$ cat src/rtl/adc_pkg.sv
// Shared types for the ADC sample path: sample type, default FIFO depth and
// the status word the register block reads back.
package adc_pkg;

  typedef logic signed [7:0] sample_t;

  localparam int ADC_FIFO_DEPTH_DEFAULT = 8;

  typedef struct packed {
    logic [$clog2(ADC_FIFO_DEPTH_DEFAULT):0] count;
    logic                                    empty;
    logic                                    full;
    logic                                    overflow;
    logic                                    underflow;
  } fifo_status_t;

endpackage

$ cat src/rtl/adc_sample_fifo.sv
// Sample FIFO between the FIR datapath and the I2C register block.
// Optional watermark interrupt enabled by defining ADC_SAMPLE_FIFO_WATERMARK_EN.
module adc_sample_fifo
  import adc_pkg::*;
#(
  parameter int DEPTH     = ADC_FIFO_DEPTH_DEFAULT,
  parameter int DW        = $bits(sample_t),
  parameter bit OVERWRITE = 1'b0,
  localparam int AW = $clog2(DEPTH),
  localparam int CW = AW + 1
) (
  input  logic          clk,
  input  logic          reset,
  input  logic          clr,
  input  logic          wr_valid,
  input  logic [DW-1:0] wr_data,
  input  logic          rd_req,
  output logic [DW-1:0] rd_data,
  output logic          rd_valid,
  output logic [CW-1:0] count,
  output logic          empty,
  output logic          full,
  output logic          overflow,
  output logic          underflow
`ifdef ADC_SAMPLE_FIFO_WATERMARK_EN
  ,
  input  logic [CW-1:0] watermark,
  output logic          wm_irq
`endif
);

  logic [DW-1:0] mem_q [DEPTH];
  logic [AW-1:0] wr_ptr_q, wr_ptr_d;
  logic [AW-1:0] rd_ptr_q, rd_ptr_d;
  logic [CW-1:0] count_q, count_d;
  logic [DW-1:0] rd_data_q, rd_data_d;
  logic          rd_valid_q, rd_valid_d;
  logic          ovf_q, ovf_d;
  logic          udf_q, udf_d;
  logic          pop, push, discard, mem_we;

  assign empty = (count_q == '0);
  assign full  = (count_q == CW'(DEPTH));

  always_comb begin
    pop        = rd_req && !empty;
    // Full with no pop: drop the sample, or in overwrite mode evict the oldest.
    discard    = OVERWRITE && wr_valid && full && !rd_req;
    push       = wr_valid && (!full || rd_req || OVERWRITE);
    mem_we     = 1'b0;
    wr_ptr_d   = wr_ptr_q;
    rd_ptr_d   = rd_ptr_q;
    count_d    = count_q;
    rd_data_d  = rd_data_q;
    rd_valid_d = 1'b0;
    ovf_d      = ovf_q;
    udf_d      = udf_q;
    if (clr) begin
      wr_ptr_d = '0;
      rd_ptr_d = '0;
      count_d  = '0;
      ovf_d    = 1'b0;
      udf_d    = 1'b0;
    end else begin
      mem_we = push;
      if (pop) begin
        rd_data_d  = mem_q[rd_ptr_q];
        rd_valid_d = 1'b1;
      end
      if (pop || discard) rd_ptr_d = rd_ptr_q + AW'(1);
      if (push)           wr_ptr_d = wr_ptr_q + AW'(1);
      count_d = count_q + CW'(push) - CW'(pop || discard);
      if (wr_valid && full && !rd_req) ovf_d = 1'b1;
      if (rd_req && empty)             udf_d = 1'b1;
    end
  end

  always_ff @(posedge clk or posedge reset) begin
    if (reset) begin
      wr_ptr_q   <= '0;
      rd_ptr_q   <= '0;
      count_q    <= '0;
      rd_data_q  <= '0;
      rd_valid_q <= 1'b0;
      ovf_q      <= 1'b0;
      udf_q      <= 1'b0;
    end else begin
      wr_ptr_q   <= wr_ptr_d;
      rd_ptr_q   <= rd_ptr_d;
      count_q    <= count_d;
      rd_data_q  <= rd_data_d;
      rd_valid_q <= rd_valid_d;
      ovf_q      <= ovf_d;
      udf_q      <= udf_d;
    end
  end

  // Storage is not reset; entries are unreachable while count is zero.
  always_ff @(posedge clk) begin
    if (mem_we) mem_q[wr_ptr_q] <= wr_data;
  end

  assign rd_data   = rd_data_q;
  assign rd_valid  = rd_valid_q;
  assign count     = count_q;
  assign overflow  = ovf_q;
  assign underflow = udf_q;

`ifdef ADC_SAMPLE_FIFO_WATERMARK_EN
  logic wm_q;

  always_ff @(posedge clk or posedge reset) begin
    if (reset)    wm_q <= 1'b0;
    else if (clr) wm_q <= 1'b0;
    else          wm_q <= (watermark != '0) && (count_q >= watermark);
  end

  assign wm_irq = wm_q;
`endif

endmodule

$ cat config.mk
export PLATFORM = sky130hd
export DESIGN_NAME = adc_sample_fifo
export DESIGN_NICKNAME = d
export VERILOG_FILES = /design/src/rtl/adc_pkg.sv /design/src/rtl/adc_sample_fifo.sv
export SDC_FILE = /design/constraint.sdc
export NUM_CORES = 1
export LEC_CHECK = 0
export ABC_AREA = 1
export BUFFER_PORTS_ARGS = -buffer_cell sky130_fd_sc_hd__buf_2
export CAP_MARGIN = 40
export CORE_AREA = 8 8 122 96
export DETAILED_ROUTE_END_ITERATION = 7
export DIE_AREA = 0 0 130 104
export GPL_TIMING_DRIVEN = 0
export PLACE_DENSITY = 0.65
export SYNTH_ARGS = -nofsm -noshare
export SYNTH_HDL_FRONTEND = slang
export SYNTH_SLANG_ARGS = --single-unit
$ cat constraint.sdc
create_clock -name clk -period 3 [get_ports clk]
set_clock_uncertainty 0.2 [all_clocks]
set_input_delay 0.6 -clock clk [delete_from_list [all_inputs] [get_ports clk]]
set_output_delay 0.6 -clock clk [all_outputs]
set_load 0.1 [all_outputs]
* Word-level counts from Yosys, hierarchy flattened
Memory sizes are Yosys's and may differ from the RTL's. A register that Yosys moved wholly into a read port is not among the register bits.
Index checks and enable logic that the tools add are counted.
** Storage, ports and cells
- Output and inout port bits :: 17
- Bits of input ports :: 13
- Memory bits (writable) :: 64
- Word-level logic and storage cells :: 42
- Register bits after elaboration :: 13
- Memories :: 1
** Memory list
- mem_q :: words 8, bits a word 8, read ports 1, clocked after memory_dff 1, write ports 1, RTL line adc_sample_fifo.sv:32 : logic [DW-1:0] mem_q [DEPTH];
** Operators by class
- Reduce and logical (&&, ||, !) cells :: 15
- Bitwise logic cells :: 1
- Mux-type cells :: 14
- $add $sub $neg :: 4
- Equal/unequal tests :: 1
** Operators by type and width (number)
- 3-bit 2-to-1 mux :: 4
- 1-bit 2-to-1 mux :: 9
- 2-bit nonzero test :: 4
- 3-bit by 1-bit adder with 3-bit output (second input constant) :: 2
- 1-bit logical AND :: 5
- 4-bit by 1-bit adder with 4-bit output :: 1
- 4-bit equality test (second input constant) :: 1
- 4-bit zero test :: 1
- 4-bit 2-to-1 mux :: 1
- 4-bit by 1-bit subtractor with 4-bit output :: 1
- 1-bit zero test :: 3
- 2-bit AND reduction :: 1
- 1-bit logical OR :: 1
- 1-bit inverter :: 1

* Depth between registers and ports, before layout
Gate-level depths: netlist of run 1.
- Depth after elaboration :: 7
- Depth in mapped cells :: 13

* Worst setup path before layout of run 1
No wires, ideal clock.
- Path kind :: register -> output
- From :: register count_q[3] (netlist: count[3])
- To :: output port full
- Cell stages (with the launch flop) :: 3
- Path slack :: -1.269 ns
- Arrival time :: 3.469 ns
- Path buffers :: 0
- Data required time :: 2.200 ns
- Cell sequence :: dfrtp_1 > ha_1 > nor3b_1
** Between the ends
- Longest elaborated chain between the ends :: 1
** Ends and longest elaborated chain
- start, declared :: RTL line adc_sample_fifo.sv:35 : logic [CW-1:0] count_q, count_d;
- start signal, assigned :: RTL line adc_sample_fifo.sv:90 : count_q <= count_d;
- 4-bit equality test :: RTL line adc_sample_fifo.sv:43 : assign full = (count_q == CW'(DEPTH));
- end, declared :: RTL line adc_sample_fifo.sv:22 : output logic full,
Every way passes these cells.

* Worst setup path after layout of run 1
- From :: register count_q[2] (netlist: count[2])
- To :: output port full
The elaborated chain is that of the path after synthesis.

==> run_summary.xml, run 1 <==
<?xml version="1.0" encoding="UTF-8"?>
<metrics>
  <group name="run_status">
    <metric name="run_status" unit="">finished clean</metric>
  </group>
  <group name="worst_hold_path">
    <metric name="hp-class" unit="">input port to async pin</metric>
  </group>
  <group name="cts">
    <metric name="cts.htree.levels" unit="">3</metric>
    <metric name="cts_tree" unit="">built</metric>
    <metric name="cts_setup_buffers" unit="">0</metric>
    <metric name="clock_tree.buffer_depth" unit="">2</metric>
    <metric name="cts_resized" unit="">0</metric>
    <metric name="numCtsBuffers" unit="">9</metric>
    <metric name="cts.reportedPaths.clkPinSlew" unit="ps">60</metric>
    <metric name="tritoncts_num_sinks" unit="">85</metric>
    <metric name="clkLatencyLatePin" unit="ps">330</metric>
    <metric name="cts-hold-fix-buffers" unit="">0</metric>
    <metric name="ctsRootBufferMaster" unit="">sky130_fd_sc_hd__clkbuf_16</metric>
  </group>
  <group name="sta">
    <metric name="max_slew_violation_count" unit="">0</metric>
    <metric name="slew_headroom" unit="">0.403</metric>
    <metric name="tightestPinTransition" unit="ps">892</metric>
    <metric name="fmax" unit="MHz">413</metric>
    <metric name="worst_slack" unit="ps">579</metric>
    <metric name="final.setup.tns" unit="ps">0</metric>
    <metric name="report.final.hold_viol_count" unit="">0</metric>
    <metric name="fin_crit" unit="ps">2420</metric>
    <metric name="layout_worst_path_cycle_share" unit="">0.807</metric>
    <metric name="finalSetupViolCount" unit="">0</metric>
    <metric name="fin_worst_hold_slack" unit="ps">209</metric>
    <metric name="rsz_0062_raised_after_global_routing" unit="">no</metric>
  </group>
  <group name="yosys">
    <metric name="ys.warnings.count" unit="">0</metric>
    <metric name="async_flop_share" unit="">0.247</metric>
    <metric name="prevailing_post_synth_register_cell" unit="">sky130_fd_sc_hd__edfxtp_1</metric>
    <metric name="netlist_top_cells_area" unit="">sky130_fd_sc_hd__edfxtp_1, sky130_fd_sc_hd__dfrtp_1, sky130_fd_sc_hd__nand2_1, sky130_fd_sc_hd__nand3_1, sky130_fd_sc_hd__inv_1</metric>
    <metric name="synth_edf_count" unit="">64</metric>
    <metric name="netlist_instances" unit="">375</metric>
    <metric name="yosysTopAreaCellShare" unit="">0.502</metric>
    <metric name="post_synth_instance_area" unit="mm2">0.00383</metric>
    <metric name="yosysTopAreaCell" unit="">sky130_fd_sc_hd__edfxtp_1</metric>
    <metric name="postSynthNetCount" unit="">397</metric>
    <metric name="synthMostInstantiatedCell" unit="">sky130_fd_sc_hd__nand2_1</metric>
    <metric name="synthTopCellsByCount" unit="">sky130_fd_sc_hd__nand2_1, sky130_fd_sc_hd__edfxtp_1, sky130_fd_sc_hd__inv_1, sky130_fd_sc_hd__nand3_1, sky130_fd_sc_hd__dfrtp_1</metric>
    <metric name="synth-seq-area-share" unit="">0.639</metric>
    <metric name="postSynthAreaPerCell" unit="um2">10.2</metric>
    <metric name="synth.lib_cells_used.distinct" unit="">26</metric>
    <metric name="yosys_register_bits" unit="">85</metric>
  </group>
  <group name="routing">
    <metric name="drt-pass1-iter-count" unit="">4</metric>
    <metric name="route.detailed.wl_per_inst" unit="um">14.1</metric>
    <metric name="drc" unit="">0</metric>
    <metric name="avgViaCountPerCell" unit="">4.49</metric>
    <metric name="routed_wirelength" unit="mm">7.82</metric>
    <metric name="detailed_route_via_count" unit="">2492</metric>
    <metric name="dr.first_iter.drc_count" unit="">130</metric>
    <metric name="ant_nets" unit="">0</metric>
  </group>
  <group name="grt">
    <metric name="initial_antenna_violation_count" unit="">0</metric>
    <metric name="globalRouteOverflowTotal" unit="">0</metric>
    <metric name="largest_net_degree_at_the_start_of_global_routing" unit="">22</metric>
    <metric name="first_pass_grt_wire_length" unit="mm">12.6</metric>
    <metric name="groute.usage.overall" unit="">0.125</metric>
    <metric name="vias_in_the_first_global_route" unit="">2493</metric>
  </group>
  <group name="floorplanning">
    <metric name="row_count" unit="">32</metric>
    <metric name="num_io_pins" unit="">30</metric>
    <metric name="initial_utilization" unit="">0.387</metric>
    <metric name="area_of_the_core" unit="mm2">0.00989</metric>
    <metric name="die-height" unit="um">104</metric>
    <metric name="dieWidth" unit="um">130</metric>
    <metric name="die-area" unit="mm2">0.0135</metric>
  </group>
  <group name="worst_setup_path">
    <metric name="critical-path-top-delay-family" unit="">buffers and inverters</metric>
    <metric name="reg2reg_from" unit="">count[1]</metric>
    <metric name="path_cells" unit="">inv_1 &gt; ha_1 &gt; nor3b_4 &gt; buf_2</metric>
    <metric name="crit_type" unit="">register to output port</metric>
    <metric name="worst_ep_arrival_time" unit="ps">1620</metric>
    <metric name="timing.critical_path.required" unit="ps">2200</metric>
    <metric name="ff2ff_setup_slack" unit="ps">670</metric>
    <metric name="worst_r2r_path_depth" unit="">10</metric>
    <metric name="critical-path-max-stage-delay" unit="ps">450</metric>
    <metric name="timing.critical_path.to_type" unit="">output port</metric>
    <metric name="critical_path.slowest_cell" unit="">sky130_fd_sc_hd__buf_2</metric>
    <metric name="regToRegEndpoint" unit="">count[2]</metric>
    <metric name="cp_num_buf_inv" unit="">2</metric>
    <metric name="critPathLaunchType" unit="">register</metric>
    <metric name="critical_path.max_fanout" unit="">3</metric>
  </group>
  <group name="placed_design">
    <metric name="hpwlAfterDp" unit="mm">5.50</metric>
    <metric name="buffer_ports.inserted" unit="">28</metric>
    <metric name="dpl_worst_slack" unit="ps">554</metric>
    <metric name="finalWeightedCongestion" unit="">0.769</metric>
  </group>
  <group name="cells_and_area">
    <metric name="n_fill_cell" unit="">927</metric>
    <metric name="num_antenna_cells" unit="">0</metric>
    <metric name="footprint_of_the_multi_input_gates" unit="mm2">0.00102</metric>
    <metric name="area.growth.synth_to_final" unit="%">17.1</metric>
    <metric name="ff_latch_area" unit="mm2">0.00245</metric>
    <metric name="finalNetCount" unit="">436</metric>
    <metric name="layout-drive-gt1-share" unit="">0.165</metric>
  </group>
  <group name="run">
    <metric name="max_cap_violations" unit="">0</metric>
  </group>
  <group name="power">
    <metric name="max-vdd-ir-drop" unit="uV">472</metric>
    <metric name="leakagePower" unit="nW">2.07</metric>
    <metric name="power_density" unit="mW/mm2">968</metric>
  </group>
</metrics>
-- state kept, by name, indices dropped and copies added, names as in the netlist --
signal     flops
rd_valid       1
wr_ptr_q       3
underflow      1
mem_q         64
rd_ptr_q       3
rd_data        8
count          4
overflow       1
-- report_power, final --
group          leakage (nW)  switching [mW]  internal (mW)
registers             0.852          0.0743           1.39
clock network         0.166           0.437          0.734
logic                  1.05            1.31          0.393
total                  2.07            1.82           2.52
-- routing by layer --
layer | global-route usage | routed length, um | vias to the layer above | share of wire
met1 | 0.163 | 3780 | 1134 | 0.48
li1 | - | - | 1267 | -
met3 | 0.0425 | 539 | 9 | 0.069
met2 | 0.187 | 3390 | 82 | 0.43
met4 | 0.0447 | 108 | 0 | 0.014
met5 | 0 | 0 | - | 0
-- worst reg2reg max path, delay by kind of cell, from the launching register on --
| kind | cells | cell delay (ps) |
|---|---|---|
| adders and majority gates | 3 | 850 |
| xor gates and xnor gates | 1 | 180 |
| and+or+nand+nor | 4 | 430 |
| DFF | 1 | 460 |
| buffers and inverters | 2 | 100 |
-- per-stage QoR --
stage / instance area [um2] / total power, mW / instances / util
2_1_floorplan: 3840 / 2.87 / 375 / -
3_3_place_gp: 4150 / 3.17 / 539 / 0.420
3_5_place_dp: 4150 / 3.19 / 539 / 0.420
4_1_cts: 4480 / 4.37 / 555 / 0.453
5_1_grt: 4480 / 4.54 / 555 / 0.453
6_report: 4480 / 4.34 / 555 / 0.453
-- placed cells by master, fill, tap and decap left out, drive strengths merged, types with 3 or more instances in the layout --
| cell type | n |
|---|---|
| buf | 41 |
| clkbuf | 14 |
| dfrtp | 21 |
| edfxtp | 64 |
| ha | 8 |
| inv | 67 |
| nand2 | 117 |
| nand3 | 54 |
| nor2 | 20 |
| o21ai | 3 |
-- layout make-up --
class / count / area share
Timing Repair Buffer: 28 / 0.0312
Tap cell: 136 / 0.0379
Buffer: 13 / 0.0265
Sequential cell: 85 / 0.546
Inverter: 67 / 0.0572
Multi-Input combinational cell: 210 / 0.227
Clock inverter: 2 / 0.00391
Clock buffer: 14 / 0.0706
-- kinds of logic (layout without fill, tap and decap cells) --
group                      after synthesis  in the layout  synth area share
adders and majority gates                9              9            0.0314
DFF                                     85             85             0.639
and+or+nand+nor                        193            193             0.218
buffers and inverters                   80            124            0.0980
xor gates and xnor gates                 2              2           0.00458
AOI/OAI and AO/OA                        6              6           0.00850
-- worst max-delay path by stage --
| stage | to | cells past startpoint | slack [ps] | from |
|---|---|---|---|---|
| floorplan | count[2] | 10 | 80 | count[2] |
| global placement | count[2] | 10 | 550 | rd_req |
| detailed placement | count[2] | 10 | 550 | rd_req |
| CTS | full | 4 | 550 | count[2] |
| global route | full | 4 | 470 | count[2] |
| finish | full | 4 | 580 | count[2] |
No activity file was read; power rests on OpenSTA's default activity.
==> run 2: changes to the inputs <==
--- a/config.mk
+++ b/config.mk
@@ -12,7 +12,7 @@
 export DETAILED_ROUTE_END_ITERATION = 7
 export DIE_AREA = 0 0 130 104
 export GPL_TIMING_DRIVEN = 0
-export PLACE_DENSITY = 0.65
+export PLACE_DENSITY = 0.68
 export SYNTH_ARGS = -nofsm -noshare
 export SYNTH_HDL_FRONTEND = slang
 export SYNTH_SLANG_ARGS = --single-unit
==> constraint.sdc (replaced) <==
create_clock -name clk -period 2.2 [get_ports clk]
set_clock_uncertainty 0.2 [all_clocks]
set_input_delay 0.44 -clock clk [delete_from_list [all_inputs] [get_ports clk]]
set_output_delay 0.44 -clock clk [all_outputs]
set_load 0.1 [all_outputs]
==> run 2 against run 1 <==
  * The flow now finishes with violations (negative setup slack)
  * Clock-buffer cell count decreased by 4
  * Register-to-register slack got worse by 690 ps
  * Cell area increased by 4.2%
  * Non-clock buffer count increased by 11
  * Final cell count increased by 2.0%
==> run_summary.xml, run 2 (synthesis gave the netlist of run 1 again) <==
<?xml version="1.0" encoding="UTF-8"?>
<metrics>
  <group name="worst_setup_path">
    <metric name="critical_path.max_fanout" unit="">3</metric>
    <metric name="critPathLaunchType" unit="">register</metric>
    <metric name="timing.critical_path.to_type" unit="">register</metric>
    <metric name="critical-path-max-stage-delay" unit="ps">510</metric>
    <metric name="critical_path.slowest_cell" unit="">sky130_fd_sc_hd__fa_2</metric>
    <metric name="critical-path-top-delay-family" unit="">adder cells</metric>
    <metric name="path_cells" unit="">inv_2 &gt; ha_4 &gt; nand2_4 &gt; nand2_4 &gt; inv_4 &gt; ha_4 &gt; inv_2 &gt; ha_4 &gt; fa_2 &gt; inv_1 &gt; nor2_1</metric>
    <metric name="timing.critical_path.required" unit="ps">2270</metric>
    <metric name="critical_path.most_common_cell" unit="">sky130_fd_sc_hd__ha_4</metric>
    <metric name="worst_ep_arrival_time" unit="ps">2280</metric>
    <metric name="crit_type" unit="">register to register</metric>
    <metric name="crit_start" unit="">count[3]</metric>
    <metric name="reg2reg_from" unit="">count[3]</metric>
    <metric name="ff2ff_setup_slack" unit="ps">-20</metric>
    <metric name="cp_num_buf_inv" unit="">4</metric>
  </group>
  <group name="routing">
    <metric name="routed_wirelength" unit="mm">8.10</metric>
    <metric name="avgViaCountPerCell" unit="">4.58</metric>
    <metric name="drt-pass1-iter-count" unit="">4</metric>
    <metric name="detailed_route_via_count" unit="">2593</metric>
    <metric name="drc" unit="">0</metric>
    <metric name="dr.first_iter.drc_count" unit="">187</metric>
    <metric name="ant_nets" unit="">0</metric>
    <metric name="route.detailed.wl_per_inst" unit="um">14.3</metric>
  </group>
  <group name="cts">
    <metric name="numCtsBuffers" unit="">9</metric>
    <metric name="cts.htree.levels" unit="">3</metric>
    <metric name="clock_tree.buffer_depth" unit="">2</metric>
    <metric name="cts_tree" unit="">built</metric>
    <metric name="ctsRootBufferMaster" unit="">sky130_fd_sc_hd__clkbuf_16</metric>
    <metric name="tritoncts_num_sinks" unit="">85</metric>
    <metric name="clkLatencyLatePin" unit="ps">340</metric>
    <metric name="cts.reportedPaths.clkPinSlew" unit="ps">60</metric>
  </group>
  <group name="sta">
    <metric name="slew_headroom" unit="">0.619</metric>
    <metric name="layout_worst_path_cycle_share" unit="">1.01</metric>
    <metric name="worst_slack" unit="ps">-16.6</metric>
    <metric name="report.final.hold_viol_count" unit="">0</metric>
    <metric name="rsz_0062_raised_after_global_routing" unit="">yes</metric>
    <metric name="finalSetupViolCount" unit="">1</metric>
    <metric name="fin_crit" unit="ps">2220</metric>
    <metric name="max_slew_violation_count" unit="">0</metric>
    <metric name="tightestPinTransition" unit="ps">571</metric>
    <metric name="fmax" unit="MHz">451</metric>
  </group>
  <group name="power">
    <metric name="power_density" unit="mW/mm2">1290</metric>
    <metric name="max-vdd-ir-drop" unit="uV">728</metric>
    <metric name="report.power.total" unit="mW">6.05</metric>
    <metric name="leakagePower" unit="nW">2.09</metric>
  </group>
  <group name="placed_design">
    <metric name="placedInstanceArea" unit="mm2">0.00426</metric>
    <metric name="dpl_worst_slack" unit="ps">-126</metric>
    <metric name="finalWeightedCongestion" unit="">0.777</metric>
    <metric name="buffer_ports.inserted" unit="">28</metric>
    <metric name="placedCellCount" unit="">540</metric>
    <metric name="hpwlAfterDp" unit="mm">5.74</metric>
  </group>
  <group name="floorplanning">
    <metric name="die-height" unit="um">104</metric>
    <metric name="area_of_the_core" unit="mm2">0.00989</metric>
    <metric name="initial_utilization" unit="">0.387</metric>
    <metric name="die-area" unit="mm2">0.0135</metric>
    <metric name="row_count" unit="">32</metric>
    <metric name="num_io_pins" unit="">30</metric>
    <metric name="dieWidth" unit="um">130</metric>
  </group>
  <group name="run">
    <metric name="max_cap_violations" unit="">0</metric>
  </group>
  <group name="cells_and_area">
    <metric name="n_fill_cell" unit="">897</metric>
    <metric name="area.growth.synth_to_final" unit="%">22.0</metric>
    <metric name="largest_register" unit="">mem_q</metric>
    <metric name="mostFrequentLayoutCells" unit="">sky130_fd_sc_hd__nand2_1, sky130_fd_sc_hd__edfxtp_1, sky130_fd_sc_hd__inv_1, sky130_fd_sc_hd__nand3_1, sky130_fd_sc_hd__buf_2</metric>
    <metric name="finalNetCount" unit="">447</metric>
    <metric name="largest_register_ffs" unit="">64</metric>
    <metric name="mostFrequentLayoutCell" unit="">sky130_fd_sc_hd__nand2_1</metric>
    <metric name="layout.cell_area.non_filler" unit="mm2">0.00467</metric>
    <metric name="final_cell_count_no_fill" unit="">566</metric>
    <metric name="layout-drive-gt1-share" unit="">0.237</metric>
    <metric name="num_antenna_cells" unit="">0</metric>
  </group>
  <group name="worst_hold_path">
    <metric name="hold_path_startpoint" unit="">clr</metric>
    <metric name="hp-class" unit="">input port to register</metric>
  </group>
  <group name="run_status">
    <metric name="run_status" unit="">finished, violations left</metric>
    <metric name="violations_in_the_final_reports" unit="">negative setup slack</metric>
  </group>
  <group name="grt">
    <metric name="globalRouteOverflowTotal" unit="">0</metric>
    <metric name="groute.usage.overall" unit="">0.128</metric>
    <metric name="largest_net_degree_at_the_start_of_global_routing" unit="">18</metric>
    <metric name="vias_in_the_first_global_route" unit="">2479</metric>
    <metric name="initial_antenna_violation_count" unit="">0</metric>
    <metric name="first_pass_grt_wire_length" unit="mm">13.1</metric>
  </group>
</metrics>
## run 2: changes by cell type in the layout (fill, tap and decap cells not counted), sizes merged
cell and change:
buf +10, inv +1, clkinvlp +4, clkbuf -4, dlygate4sd3 +1, clkinv -1
## run 2: stage by stage
| step | TNS [ps] | hold slack, ps | util |
|---|---|---|---|
| 2_1_floorplan | -557 | 217 | - |
| 3_3_place_gp | -1000 | 260 | 0.428 |
| 3_5_place_dp | -2740 | 195 | 0.431 |
| 4_1_cts | -28.0 | 145 | 0.466 |
| 5_1_grt | -139 | 162 | 0.472 |
| 6_report | -16.6 | 165 | 0.472 |
## run 2: report_power, final
part	switching, mW	internal, mW
logic	1.88	0.744
clock network	0.613	0.772
registers	0.120	1.92
## run 2: worst paths after layout
kind,end,depth (start not counted)
setup / recovery,count[1],11
hold / removal,count[2],2
setup reg to reg,count[1],11
hold reg to reg,rd_data[2],2
max in group asynchronous,count[0],4
min in group asynchronous,rd_data[1],3
## run 2: repair_timing
action / 4_1_cts / 5_1_grt
endpoints found under the hold margin: 4 / 0
gates resized for setup: 13 / 6
hold buffers: 1 / 0
setup buffers: 3 / 6
pin swaps: 5 / 6
setup endpoints to repair: 60 / 4
## run 2: worst reg2reg max path: stages, from the launching register on
cell and delay (ps):
sky130_fd_sc_hd__dfrtp_4 500, sky130_fd_sc_hd__inv_2 80, sky130_fd_sc_hd__ha_4 130, sky130_fd_sc_hd__nand2_4 50, sky130_fd_sc_hd__nand2_4 80, sky130_fd_sc_hd__inv_4 50
sky130_fd_sc_hd__ha_4 250, sky130_fd_sc_hd__inv_2 30, sky130_fd_sc_hd__ha_4 150, sky130_fd_sc_hd__fa_2 510, sky130_fd_sc_hd__inv_1 30, sky130_fd_sc_hd__nor2_1 80
## run 2: layout make-up
type | count | area, um2 | area share
flip-flops and latches | 85 | 2460 | 0.527
multi-input cells | 210 | 1110 | 0.238
repair buffers | 39 | 267 | 0.0571
inverters | 67 | 264 | 0.0565
clock buffers | 10 | 229 | 0.0490
well taps | 136 | 170 | 0.0364
plain buffers | 13 | 119 | 0.0254
clock inverters | 6 | 47.5 | 0.0102
## run 2: metal layers
| layer | GRT usage | wire length (um) |
|---|---|---|
| met5 | 0 | 0 |
| met1 | 0.170 | 3560 |
| met2 | 0.192 | 3760 |
| met3 | 0.0446 | 700 |
| met4 | 0.0356 | 82 |
==> run 3: changes to the inputs <==
--- a/config.mk
+++ b/config.mk
@@ -12,7 +12,7 @@
 export DETAILED_ROUTE_END_ITERATION = 7
 export DIE_AREA = 0 0 130 104
 export GPL_TIMING_DRIVEN = 0
-export PLACE_DENSITY = 0.68
+export PLACE_DENSITY = 0.71
 export SYNTH_ARGS = -nofsm -noshare
 export SYNTH_HDL_FRONTEND = slang
 export SYNTH_SLANG_ARGS = --single-unit
==> run 3 against run 2 <==
  * Sequential share of layout area increased by 0.69 points
  * The run still ends with negative setup slack left
  * Routed wire length increased by 2.9%
  * Largest cell class unchanged
  * Critical endpoint unchanged
  * Register-to-register slack improved by 20 ps
  * Setup slack improved by 15 ps
  * Global-route usage increased by 0.17 points
==> run_summary.xml, run 3 (synthesis gave the netlist of run 1 again) <==
<?xml version="1.0" encoding="UTF-8"?>
<metrics>
  <group name="sta">
    <metric name="worst_slack" unit="ps">-1.33</metric>
    <metric name="final.setup.tns" unit="ps">-1.33</metric>
    <metric name="fmax" unit="MHz">454</metric>
    <metric name="layout_worst_path_cycle_share" unit="">1.00</metric>
    <metric name="finalSetupViolCount" unit="">1</metric>
    <metric name="tightestPinTransition" unit="ps">819</metric>
    <metric name="max_slew_violation_count" unit="">0</metric>
    <metric name="report.final.hold_viol_count" unit="">0</metric>
    <metric name="rsz_0062_raised_after_global_routing" unit="">yes</metric>
    <metric name="fin_worst_hold_slack" unit="ps">48.8</metric>
    <metric name="fin_crit" unit="ps">2200</metric>
    <metric name="slew_headroom" unit="">0.453</metric>
  </group>
  <group name="routing">
    <metric name="drt-pass1-iter-count" unit="">5</metric>
    <metric name="route.detailed.wl_per_inst" unit="um">14.9</metric>
    <metric name="routed-wl-met2" unit="mm">4.14</metric>
    <metric name="met3RoutedLength" unit="um">532</metric>
    <metric name="ant_nets" unit="">0</metric>
    <metric name="drt-met1-wl" unit="mm">3.56</metric>
    <metric name="avgViaCountPerCell" unit="">4.68</metric>
    <metric name="dr.first_iter.drc_count" unit="">164</metric>
    <metric name="routed.top_layer" unit="">met4</metric>
    <metric name="detailed_route_via_count" unit="">2616</metric>
    <metric name="drc" unit="">0</metric>
    <metric name="routed_wirelength" unit="mm">8.34</metric>
  </group>
  <group name="cells_and_area">
    <metric name="layout-drive-gt1-share" unit="">0.229</metric>
    <metric name="area.growth.synth_to_final" unit="%">20.4</metric>
    <metric name="mostFrequentLayoutCell" unit="">sky130_fd_sc_hd__nand2_1</metric>
    <metric name="largest_register" unit="">mem_q</metric>
    <metric name="mostFrequentLayoutCells" unit="">sky130_fd_sc_hd__nand2_1, sky130_fd_sc_hd__edfxtp_1, sky130_fd_sc_hd__inv_1, sky130_fd_sc_hd__nand3_1, sky130_fd_sc_hd__buf_2</metric>
    <metric name="layout.cell_area.non_filler" unit="mm2">0.00461</metric>
    <metric name="num_antenna_cells" unit="">0</metric>
    <metric name="finalNetCount" unit="">440</metric>
    <metric name="largest_register_ffs" unit="">64</metric>
    <metric name="n_fill_cell" unit="">894</metric>
  </group>
  <group name="grt">
    <metric name="vias_in_the_first_global_route" unit="">2567</metric>
    <metric name="largest_net_degree_at_the_start_of_global_routing" unit="">22</metric>
    <metric name="groute.usage.overall" unit="">0.129</metric>
    <metric name="first_pass_grt_wire_length" unit="mm">13.2</metric>
    <metric name="globalRouteOverflowTotal" unit="">0</metric>
    <metric name="initial_antenna_violation_count" unit="">0</metric>
  </group>
  <group name="floorplanning">
    <metric name="die-height" unit="um">104</metric>
    <metric name="row_count" unit="">32</metric>
    <metric name="dieWidth" unit="um">130</metric>
    <metric name="die-area" unit="mm2">0.0135</metric>
    <metric name="num_io_pins" unit="">30</metric>
    <metric name="initial_utilization" unit="">0.387</metric>
    <metric name="area_of_the_core" unit="mm2">0.00989</metric>
  </group>
  <group name="run_status">
    <metric name="run_status" unit="">finished, violations left</metric>
    <metric name="violations_in_the_final_reports" unit="">negative setup slack</metric>
  </group>
  <group name="power">
    <metric name="report.power.total" unit="mW">6.04</metric>
    <metric name="power_density" unit="mW/mm2">1310</metric>
    <metric name="leakagePower" unit="nW">2.06</metric>
    <metric name="max-vdd-ir-drop" unit="uV">601</metric>
  </group>
  <group name="worst_setup_path">
    <metric name="critical_path.max_fanout" unit="">3</metric>
    <metric name="ff2ff_setup_slack" unit="ps">-1</metric>
    <metric name="regToRegEndpoint" unit="">count[1]</metric>
    <metric name="cp_num_buf_inv" unit="">4</metric>
    <metric name="reg2reg_from" unit="">count[2]</metric>
    <metric name="crit_path_end" unit="">count[1]</metric>
    <metric name="crit_type" unit="">register to register</metric>
    <metric name="crit_start" unit="">count[2]</metric>
    <metric name="timing.critical_path.required" unit="ps">2270</metric>
    <metric name="timing.critical_path.to_type" unit="">register</metric>
    <metric name="critical-path-top-delay-family" unit="">adder cells</metric>
    <metric name="worst_r2r_path_depth" unit="">11</metric>
    <metric name="critPathLaunchType" unit="">register</metric>
    <metric name="path_depth" unit="">11</metric>
    <metric name="critical_path.most_common_cell" unit="">sky130_fd_sc_hd__ha_4</metric>
    <metric name="path_cells" unit="">inv_6 &gt; ha_4 &gt; nand2_4 &gt; nand2_4 &gt; inv_4 &gt; ha_4 &gt; inv_2 &gt; ha_4 &gt; fa_2 &gt; inv_2 &gt; nor2_1</metric>
    <metric name="critical_path.slowest_cell" unit="">sky130_fd_sc_hd__fa_2</metric>
    <metric name="worst_ep_arrival_time" unit="ps">2270</metric>
    <metric name="critical-path-max-stage-delay" unit="ps">520</metric>
  </group>
  <group name="placed_design">
    <metric name="dpl_worst_slack" unit="ps">-122</metric>
    <metric name="finalWeightedCongestion" unit="">0.795</metric>
    <metric name="buffer_ports.inserted" unit="">28</metric>
    <metric name="placedInstanceArea" unit="mm2">0.00424</metric>
    <metric name="hpwlAfterDp" unit="mm">5.69</metric>
  </group>
  <group name="cts">
    <metric name="cts.htree.levels" unit="">3</metric>
    <metric name="cts.reportedPaths.clkPinSlew" unit="ps">60</metric>
    <metric name="numCtsBuffers" unit="">9</metric>
    <metric name="clkLatencyLatePin" unit="ps">350</metric>
    <metric name="cts_tree" unit="">built</metric>
    <metric name="cts-hold-fix-buffers" unit="">0</metric>
    <metric name="clock_tree.buffer_depth" unit="">2</metric>
    <metric name="tritoncts_num_sinks" unit="">85</metric>
    <metric name="ctsRootBufferMaster" unit="">sky130_fd_sc_hd__clkbuf_16</metric>
  </group>
  <group name="run">
    <metric name="max_cap_violations" unit="">0</metric>
  </group>
  <group name="worst_hold_path">
    <metric name="hp-class" unit="">input port to async pin</metric>
  </group>
</metrics>
==> run 3: worst min path at each step <==
stage                          start    endpoint  slack, ps  cells past startpoint
after global routing           reset    overflow        120                      2
after global placement    rd_data[7]  rd_data[7]        260                      2
after floorplan                reset    count[0]        220                      1
after CTS                      reset    count[2]         80                      2
final                          reset    overflow         50                      2
after detailed placement  rd_data[1]  rd_data[1]        260                      2
==> run 3: what timing repair did <==
action                     4_1_cts  5_1_grt
buffers inserted                 2        2
pin swaps                        6        7
setup endpoints to repair       68       20
resized for setup               11        7
==> run 3: metal layers <==
layer  vias up  track usage
met2        82        0.204
met5         -            0
met1      1244        0.164
met3        16       0.0374
li1       1274            -
met4         0       0.0488
==> run 3: per-stage QoR <==
step                       util  instances
after floorplan               -        375
after global placement    0.428        539
after detailed placement  0.428        539
after CTS                 0.461        557
after global routing      0.466        559
final                     0.466        559
==> run 3: report_power, final <==
group	total (mW)	switching [mW]	internal (mW)
combinational	2.55	1.86	0.688
clock	1.44	0.660	0.780
sequential	2.05	0.131	1.92
total	6.04	2.65	3.39
==> run 3: layout make-up <==
| class | instances | area (um2) | area share |
|---|---|---|---|
| flip-flops and latches | 85 | 2460 | 0.534 |
| clock inverters | 7 | 56.3 | 0.0122 |
| well taps | 136 | 170 | 0.0369 |
| inverters | 67 | 267 | 0.0578 |
| plain buffers | 13 | 119 | 0.0258 |
| multi-input cells | 210 | 1120 | 0.243 |
| clock buffers | 9 | 225 | 0.0488 |
| repair buffers | 32 | 191 | 0.0415 |
==> run 3: worst register-to-register path: stages, from the launching register on <==
cell and delay (ps):
sky130_fd_sc_hd__dfrtp_4 500, sky130_fd_sc_hd__inv_6 80, sky130_fd_sc_hd__ha_4 130, sky130_fd_sc_hd__nand2_4 50, sky130_fd_sc_hd__nand2_4 80, sky130_fd_sc_hd__inv_4 40, sky130_fd_sc_hd__ha_4 250, sky130_fd_sc_hd__inv_2 30
sky130_fd_sc_hd__ha_4 150, sky130_fd_sc_hd__fa_2 520, sky130_fd_sc_hd__inv_2 30, sky130_fd_sc_hd__nor2_1 70
